$ cat src/rtl/input_handshake.sv
// Load-button input stage: synchronises switches and button, debounces the
// press, and hands one captured word per press to the cpu via valid/ack.
module input_handshake #(
    parameter int N               = 8,
    parameter int DEBOUNCE_CYCLES = 16
) (
    input  logic         clk,
    input  logic         rst,
    input  logic [N-1:0] sw,
    input  logic         button,
    input  logic         ack,
    output logic [N-1:0] data,
    output logic         valid
);

    localparam int CW = $clog2(DEBOUNCE_CYCLES + 1);
    localparam logic [CW-1:0] CMAX = CW'(DEBOUNCE_CYCLES);

    typedef enum logic [1:0] {
        IDLE    = 2'd0,
        PRESS   = 2'd1,
        VALID   = 2'd2,
        RELEASE = 2'd3
    } state_t;

    logic [N-1:0]  r_sw_meta;
    logic [N-1:0]  r_sw_sync;
    logic          r_btn_meta;
    logic          r_btn_sync;
    state_t        r_state;
    logic [CW-1:0] r_count;
    logic [N-1:0]  r_data;
    logic          r_valid;

    always_ff @(posedge clk or posedge rst) begin
        if (rst) begin
            r_sw_meta  <= '0;
            r_sw_sync  <= '0;
            r_btn_meta <= 1'b0;
            r_btn_sync <= 1'b0;
        end else begin
            r_sw_meta  <= sw;
            r_sw_sync  <= r_sw_meta;
            r_btn_meta <= button;
            r_btn_sync <= r_btn_meta;
        end
    end

    always_ff @(posedge clk or posedge rst) begin
        if (rst) begin
            r_state <= IDLE;
            r_count <= '0;
            r_data  <= '0;
            r_valid <= 1'b0;
        end else begin
            unique case (r_state)
                IDLE: begin
                    if (r_btn_sync) begin
                        r_state <= PRESS;
                        r_count <= CW'(1);
                    end else begin
                        r_count <= '0;
                    end
                end
                PRESS: begin
                    if (!r_btn_sync) begin
                        r_state <= IDLE;
                        r_count <= '0;
                    end else if (r_count < CMAX) begin
                        r_count <= r_count + CW'(1);
                    end else begin
                        r_data  <= r_sw_sync;
                        r_valid <= 1'b1;
                        r_state <= VALID;
                    end
                end
                VALID: begin
                    // Button level is deliberately ignored until the cpu acks.
                    if (ack) begin
                        r_valid <= 1'b0;
                        r_state <= RELEASE;
                        r_count <= '0;
                    end
                end
                RELEASE: begin
                    if (r_btn_sync) begin
                        r_count <= '0;
                    end else if (r_count < CMAX) begin
                        r_count <= r_count + CW'(1);
                    end else begin
                        r_state <= IDLE;
                        r_count <= '0;
                    end
                end
                default: begin
                    r_state <= IDLE;
                    r_count <= '0;
                end
            endcase
        end
    end

    assign data  = r_data;
    assign valid = r_valid;

endmodule

$ cat config.mk
export PLATFORM = sky130hd
export DESIGN_NAME = input_handshake
export DESIGN_NICKNAME = d
export VERILOG_FILES = /design/src/rtl/input_handshake.sv
export SDC_FILE = /design/constraint.sdc
export NUM_CORES = 1
export LEC_CHECK = 0
export ABC_AREA = 0
export BUFFER_PORTS_ARGS = -buffer_cell sky130_fd_sc_hd__clkbuf_2
export CAP_MARGIN = 10
export CORE_MARGIN = 5
export CORE_UTILIZATION = 24
export CTS_BUF_LIST = sky130_fd_sc_hd__clkbuf_2
export CTS_CLUSTER_SIZE = 20
export DETAILED_ROUTE_END_ITERATION = 12
export SLEW_MARGIN = 15
export SYNTH_ARGS = -nofsm -noshare
export SYNTH_HDL_FRONTEND = slang
export SYNTH_SLANG_ARGS = --single-unit
$ cat constraint.sdc
create_clock -name clk -period 1.9 [get_ports clk]
set_input_delay 0.38 -clock clk [delete_from_list [all_inputs] [get_ports clk]]
set_output_delay 0.38 -clock clk [all_outputs]
set_load 0.02 [all_outputs]
==> summary.txt, run 1 <==
Outcome
  – Status: complete, no violations

Critical path
  – Startpoint Class: register
  – CP required: 2200 ps
  – Element type at the critical path end: register
  – CP Class: register to register
  – R2R setup slack: 320 ps
  – Worst Path Max Fanout: 16
  – Critical Path AT: 1880 ps

Global route
  – First-pass GRT wire length: 3760 um
  – Total track usage: 7.40%
  – Largest net degree at the start of global routing: 35
  – Vias in the first global route: 804
  – GRT overflow: 0
  – Initial antenna violation count: 0

Yosys
  – Sequential fraction of the synthesis area: 67.1%
  – Distinct cells, synth: 28
  – Largest area contributor in the netlist: dfrtp_1
  – Syn nets: 121
  – Synthesized cell area: 1270 sq um
  – Synth top area cells: dfrtp_1 67%, nand2_1 7.7%, ha_1 2.0%
  – Syn Inst Count: 107
  – Area share of the largest cell type after synthesis: 67.1%
  – #FFs+latches synth: 34
  – Syn avg cell area: 11.9 sq um
  – Yosys warnings: 0

Clock tree
  – Hold_buf cts: 0
  – CTS tree: yes
  – H-tree levels: 2
  – Postcts setup bufs: 0
  – Worst-Skew Late Latency: 350 ps
  – # resized after CTS: 0
  – Clock Path Buffers: 2
  – Worst-path clk slew: 170 ps
  – Sink Count: 34
  – Num CTS Buffers: 5
  – Clk root buf: clkbuf_2

Layout
  – Most common cell after layout, fill and taps aside: dfrtp_1
  – Most frequent cells in the layout: 34 x dfrtp_1, 26 x nand2_1, 26 x clkbuf_2
  – Layout cells sized above 1: 23.8%
  – Area grow syn2layout: 15.2%
  – Layout Cells excl Fill: 200
  – Nets@finish: 143
  – Diode count: 0

Power
  – Leak pwr: 0.000722 uW
  – VDD IR max: 0.406 mV
  – Pwr dens: 761 nW/um^2

Place
  – GPL Wtd Cong: 0.655
  – Placed wire-length estimate: 1480 um
  – Port Buffers: 20
  – Placed instance count: 192

Min path
  – Hold Path Class: primary input to asynchronous set/reset pin

Timing
  – Worst Max-Slew Pin Slew: 521 ps
  – Final number of hold-violating endpoints: 0
  – Fmax: 0.632 GHz
  – Setup TNS Final: 0 ps
  – RSZ-0062 raised after global routing: no
  – Final Skew: 12.0 ps
  – Final period util: 83.3%
  – Pins Over Slew Limit: 0
  – Normalized max-slew margin: 65.1%
  – Finish-stage setup viols: 0
  – Min Tclk post-route: 1580 ps

Detailed routing
  – Routed vias/inst: 4.04
  – Routed wire length per instance: 10.7 um
  – WL final: 2150 um
  – Starting DRC count in detailed routing: 23
  – Final antenna-violating net count: 0
  – DRT Pass-1 Iters: 4
  – Via count: 807
  – Drt drc: 0

Job
  – Max cap viols: 0

Floorplan
  – Initial Util: 24.8%
  – Die ar.: 6840 sq um
  – Core ar.: 5110 sq um
  – FP Rows: 26
  – Die Span Y: 82.7 um
  – Die width: 82.7 um
  – # IOs: 21
## cells in the mapped netlist
library cell  number
and3b_1            1
a21oi_1            2
o21ai_0            5
nand4b_1           1
nand3_1            2
nand2_1           26
inv_1              6
o22ai_1            1
clkbuf_1           3
a211oi_1           1
nor2_1             2
nor3b_2            1
o211ai_1           1
or4b_1             1
xor2_1             1
a21boi_0           1
buf_4              1
a22oi_1            1
nor2b_1            3
or4_1              2
ha_1               2
o31ai_1            3
buf_6              2
a221oi_1           1
a31o_2             1
and3_1             1
dfrtp_1           34
and4b_4            1
## per-layer routing
layer | GRT usage, % | up-vias | part of all wire [%]
li1 | - | 399 | -
met1 | 8.95 | 384 | 47
met2 | 11.2 | 20 | 45
met3 | 3.69 | 4 | 6.6
met4 | 2.94 | 0 | 1.4
met5 | 0 | - | 0
## path summary, 6_finish.rpt
path	from	end	cells past startpoint
setup / recovery	register	r_count[3]$_DFFE_PP0P_	3
hold / removal	rst	data[2]$_DFFE_PP0P_	3
setup reg to reg	register	r_count[3]$_DFFE_PP0P_	3
hold reg to reg	r_sw_meta[4]$_DFF_PP0_	r_sw_sync[4]$_DFF_PP0_	0
max in group asynchronous	rst	r_sw_meta[4]$_DFF_PP0_	3
min in group clk	sw[1]	r_sw_meta[1]$_DFF_PP0_	1
## cell families (layout without fill, tap and decap cells)
family          after synthesis  count (layout)  synth area share (%)
xor+xnor                      1               1                 0.690
compound gates               17              17                  8.78
fa+ha+maj                     2               2                  1.97
simple gates                 41              41                  16.5
buf+inv                      12              35                  5.03
flops                        34              34                  67.1
## where the power goes
part | switching (uW) | internal [uW]
Clock | 223 | 90.7
Combinational | 22.2 | 16.1
Sequential | 13.2 | 747
Total | 259 | 853
## sequential cells by signal, summed over array words and instances (netlist names), named ones only
name        cells
r_btn_sync      1
valid           1
data            8
r_state         1
r_btn_meta      1
r_sw_meta       8
r_sw_sync       8
r_count         5
## final cells by class
class / count / area, sq um
Timing Repair Buffer: 21 / 108
Fill cell: 555 / 3650
Sequential cell: 34 / 851
Tap cell: 70 / 87.6
Inverter: 6 / 22.5
Clock inverter: 2 / 8.76
Multi-Input combinational cell: 61 / 354
Clock buffer: 6 / 30.0
## worst max-delay path, cell delays in order, from the launching register on
cell     delay [ps]
dfrtp_1         550
and4b_4         320
or4_1           510
a21oi_1         150
## stage by stage
step	worst slack (ps)	power, uW	util [%]	instance area (sq um)	hold WS [ps]
after floorplan	419	794	-	1270	331
after global placement	373	812	27.9	1420	331
after detailed placement	334	814	27.9	1420	335
after CTS	314	1130	28.6	1460	46.4
after global routing	213	1180	28.6	1460	23.1
final	317	1110	28.6	1460	59.3
Power figures use the tool's default switching activity.
==> run 2: changes to the inputs <==
==> constraint.sdc (replaced) <==
create_clock -name clk -period 1.3 [get_ports clk]
set_input_delay 0.26 -clock clk [delete_from_list [all_inputs] [get_ports clk]]
set_output_delay 0.26 -clock clk [all_outputs]
set_load 0.02 [all_outputs]
==> summary.txt, run 2 (synthesis results as in run 1) <==
Clock tree
  – H-tree levels: 2 (unchanged)
  – Num CTS Buffers: 5 (unchanged)
  – Clk root buf: clkbuf_2 (unchanged)
  – CTS tree: yes (unchanged)
  – Worst-path clk slew: 180 ps (was 170 ps)
  – Worst-Skew Late Latency: 370 ps (was 350 ps)
  – Sink Count: 34 (unchanged)
  – Clock Path Buffers: 2 (unchanged)

Global route
  – Vias in the first global route: 962 (was 804)
  – First-pass GRT wire length: 4260 um (was 3760 um)
  – Initial antenna violation count: 0 (unchanged)
  – GRT overflow: 0 (unchanged)
  – Largest net degree at the start of global routing: 35 (unchanged)
  – Total track usage: 8.32% (was 7.40%)

Detailed routing
  – DRT Pass-1 Iters: 5 (was 4)
  – Routed vias/inst: 3.94 (was 4.04)
  – Routed wire length per instance: 11.1 um (was 10.7 um)
  – Final antenna-violating net count: 0 (unchanged)
  – Starting DRC count in detailed routing: 26 (was 23)
  – WL final: 2580 um (was 2150 um)
  – Via count: 913 (was 807)
  – Drt drc: 0 (unchanged)

Place
  – Placed wire-length estimate: 1630 um (was 1480 um)
  – Port Buffers: 20 (unchanged)
  – GPL Wtd Cong: 0.748 (was 0.655)

Timing
  – Final Skew: 17.7 ps (was 12.0 ps)
  – Fmax: 0.705 GHz (was 0.632 GHz)
  – Finish-stage setup viols: 4 (was 0)
  – Final period util: 109% (was 83.3%)
  – Worst Max-Slew Pin Slew: 437 ps (was 521 ps)
  – Normalized max-slew margin: 70.9% (was 65.1%)
  – Fin worst setup slack: -118 ps (was 317 ps)
  – RSZ-0062 raised after global routing: yes (was no)
  – Min Tclk post-route: 1420 ps (was 1580 ps)
  – Fin Hold WS: 112 ps (was 59.3 ps)
  – Pins Over Slew Limit: 0 (unchanged)
  – Setup TNS Final: -333 ps (was 0 ps)
  – Final number of hold-violating endpoints: 0 (unchanged)

Layout
  – Area grow syn2layout: 45.0% (was 15.2%)
  – Storage element area: 852 sq um (was 851 sq um)
  – Most common cell after layout, fill and taps aside: dfrtp_1 (unchanged)
  – Most frequent cells in the layout: 33 x dfrtp_1, 26 x nand2_1, 25 x clkbuf_2 (was 34 x dfrtp_1, 26 x nand2_1, 26 x clkbuf_2)
  – Fillcell total: 511 (was 555)
  – Layout cells sized above 1: 38.3% (was 23.8%)
  – Multi-input logic area: 394 sq um (was 354 sq um)
  – Diode count: 0 (unchanged)
  – Final Core Density: 36.0% (was 28.6%)
  – Nets@finish: 175 (was 143)

Critical path
  – Startpoint Class: register (unchanged)
  – Worst Path Max Fanout: 2 (was 16)
  – CP required: 1600 ps (was 2200 ps)
  – Critical Path AT: 1720 ps (was 1880 ps)
  – Element type at the critical path end: register (unchanged)
  – CP Class: register to register (unchanged)

Power
  – Pwr dens: 1150 nW/um^2 (was 761 nW/um^2)
  – Leak pwr: 0.000901 uW (was 0.000722 uW)
  – VDD IR max: 0.769 mV (was 0.406 mV)

Floorplan
  – FP Rows: 26 (unchanged)
  – # IOs: 21 (unchanged)
  – Die width: 82.7 um (unchanged)
  – Core ar.: 5110 sq um (unchanged)
  – Initial Util: 24.8% (unchanged)
  – Die Span Y: 82.7 um (unchanged)
  – Die ar.: 6840 sq um (unchanged)

Job
  – Max cap viols: 0 (unchanged)

Outcome
  – Status: finished with violations (was complete, no violations)
  – Failing checks: negative setup slack

Min path
  – Hold Path Class: primary input to register (was primary input to asynchronous set/reset pin)
## run 2: cell types whose count changed in the layout (fill, tap and decap cells not counted), moves of 2 or more
cell	previous run	this run
buf_4	1	21
dlygate4sd3_1	0	10
bufinv_16	0	2
ha_1	2	0
## run 2: power breakdown
part           switching (uW)  internal [uW]
clock network             369            522
logic                    51.2           64.5
registers                13.0           1090
## run 2: area by class of cell
| type | instances | area share, % |
|---|---|---|
| inverters | 6 | 1.22 |
| clock buffers | 5 | 1.36 |
| repair buffers | 53 | 21.2 |
| flip-flops and latches | 34 | 46.3 |
| clock inverters | 3 | 3.74 |
| well taps | 70 | 4.76 |
| multi-input cells | 61 | 21.4 |
## run 2: what timing repair did
action                                 in CTS  in global routing
buffers inserted                            2                  3
setup endpoints to repair                   4                  7
gates resized for setup                     2                  7
hold buffers                               10                  0
gates cloned                                0                  0
pin swaps                                   4                  4
endpoints found under the hold margin      43                  0
## run 2: path summary, 6_finish.rpt
check	from	end	slack [ps]	cells after the start
min in group asynchronous	rst	valid$_DFFE_PP0P_	470	4
worst min-delay path	ack	valid$_DFFE_PP0P_	110	2
worst max-delay path	r_count[1]$_DFFE_PP0P_	r_count[4]$_DFFE_PP0P_	-120	6
worst min register to register	r_sw_meta[7]$_DFF_PP0_	r_sw_sync[7]$_DFF_PP0_	360	0
max in group asynchronous	rst	r_state[0]$_DFFE_PP0P_	520	4
worst max register to register	r_count[1]$_DFFE_PP0P_	r_count[4]$_DFFE_PP0P_	-120	6
## run 2: per-layer routing
layer	routed length, um	share of wire [%]	global-route usage, %
met1	1130	44	10.1
met2	1280	50	13.3
met3	149	5.8	3.47
met4	21	0.81	2.94
met5	0	0	0
## run 2: worst max-delay path, cell delays in order (launching register included)
cell and delay, ps:
dfrtp_1 430, ha_2 190, and3_4 150, ha_4 210
nor2_4 80, a22oi_2 60, o31ai_1 230
## run 2: metrics by stage
step,cells,worst slack [ps],cell area (sq um),power (uW)
4_1_cts,229,-89.7,1790,2140
6_report,232,-118,1840,2110
3_3_place_gp,209,-126,1570,1210
2_1_floorplan,107,-130,1270,1160
5_1_grt,232,-246,1840,2210
3_5_place_dp,209,-144,1570,1210
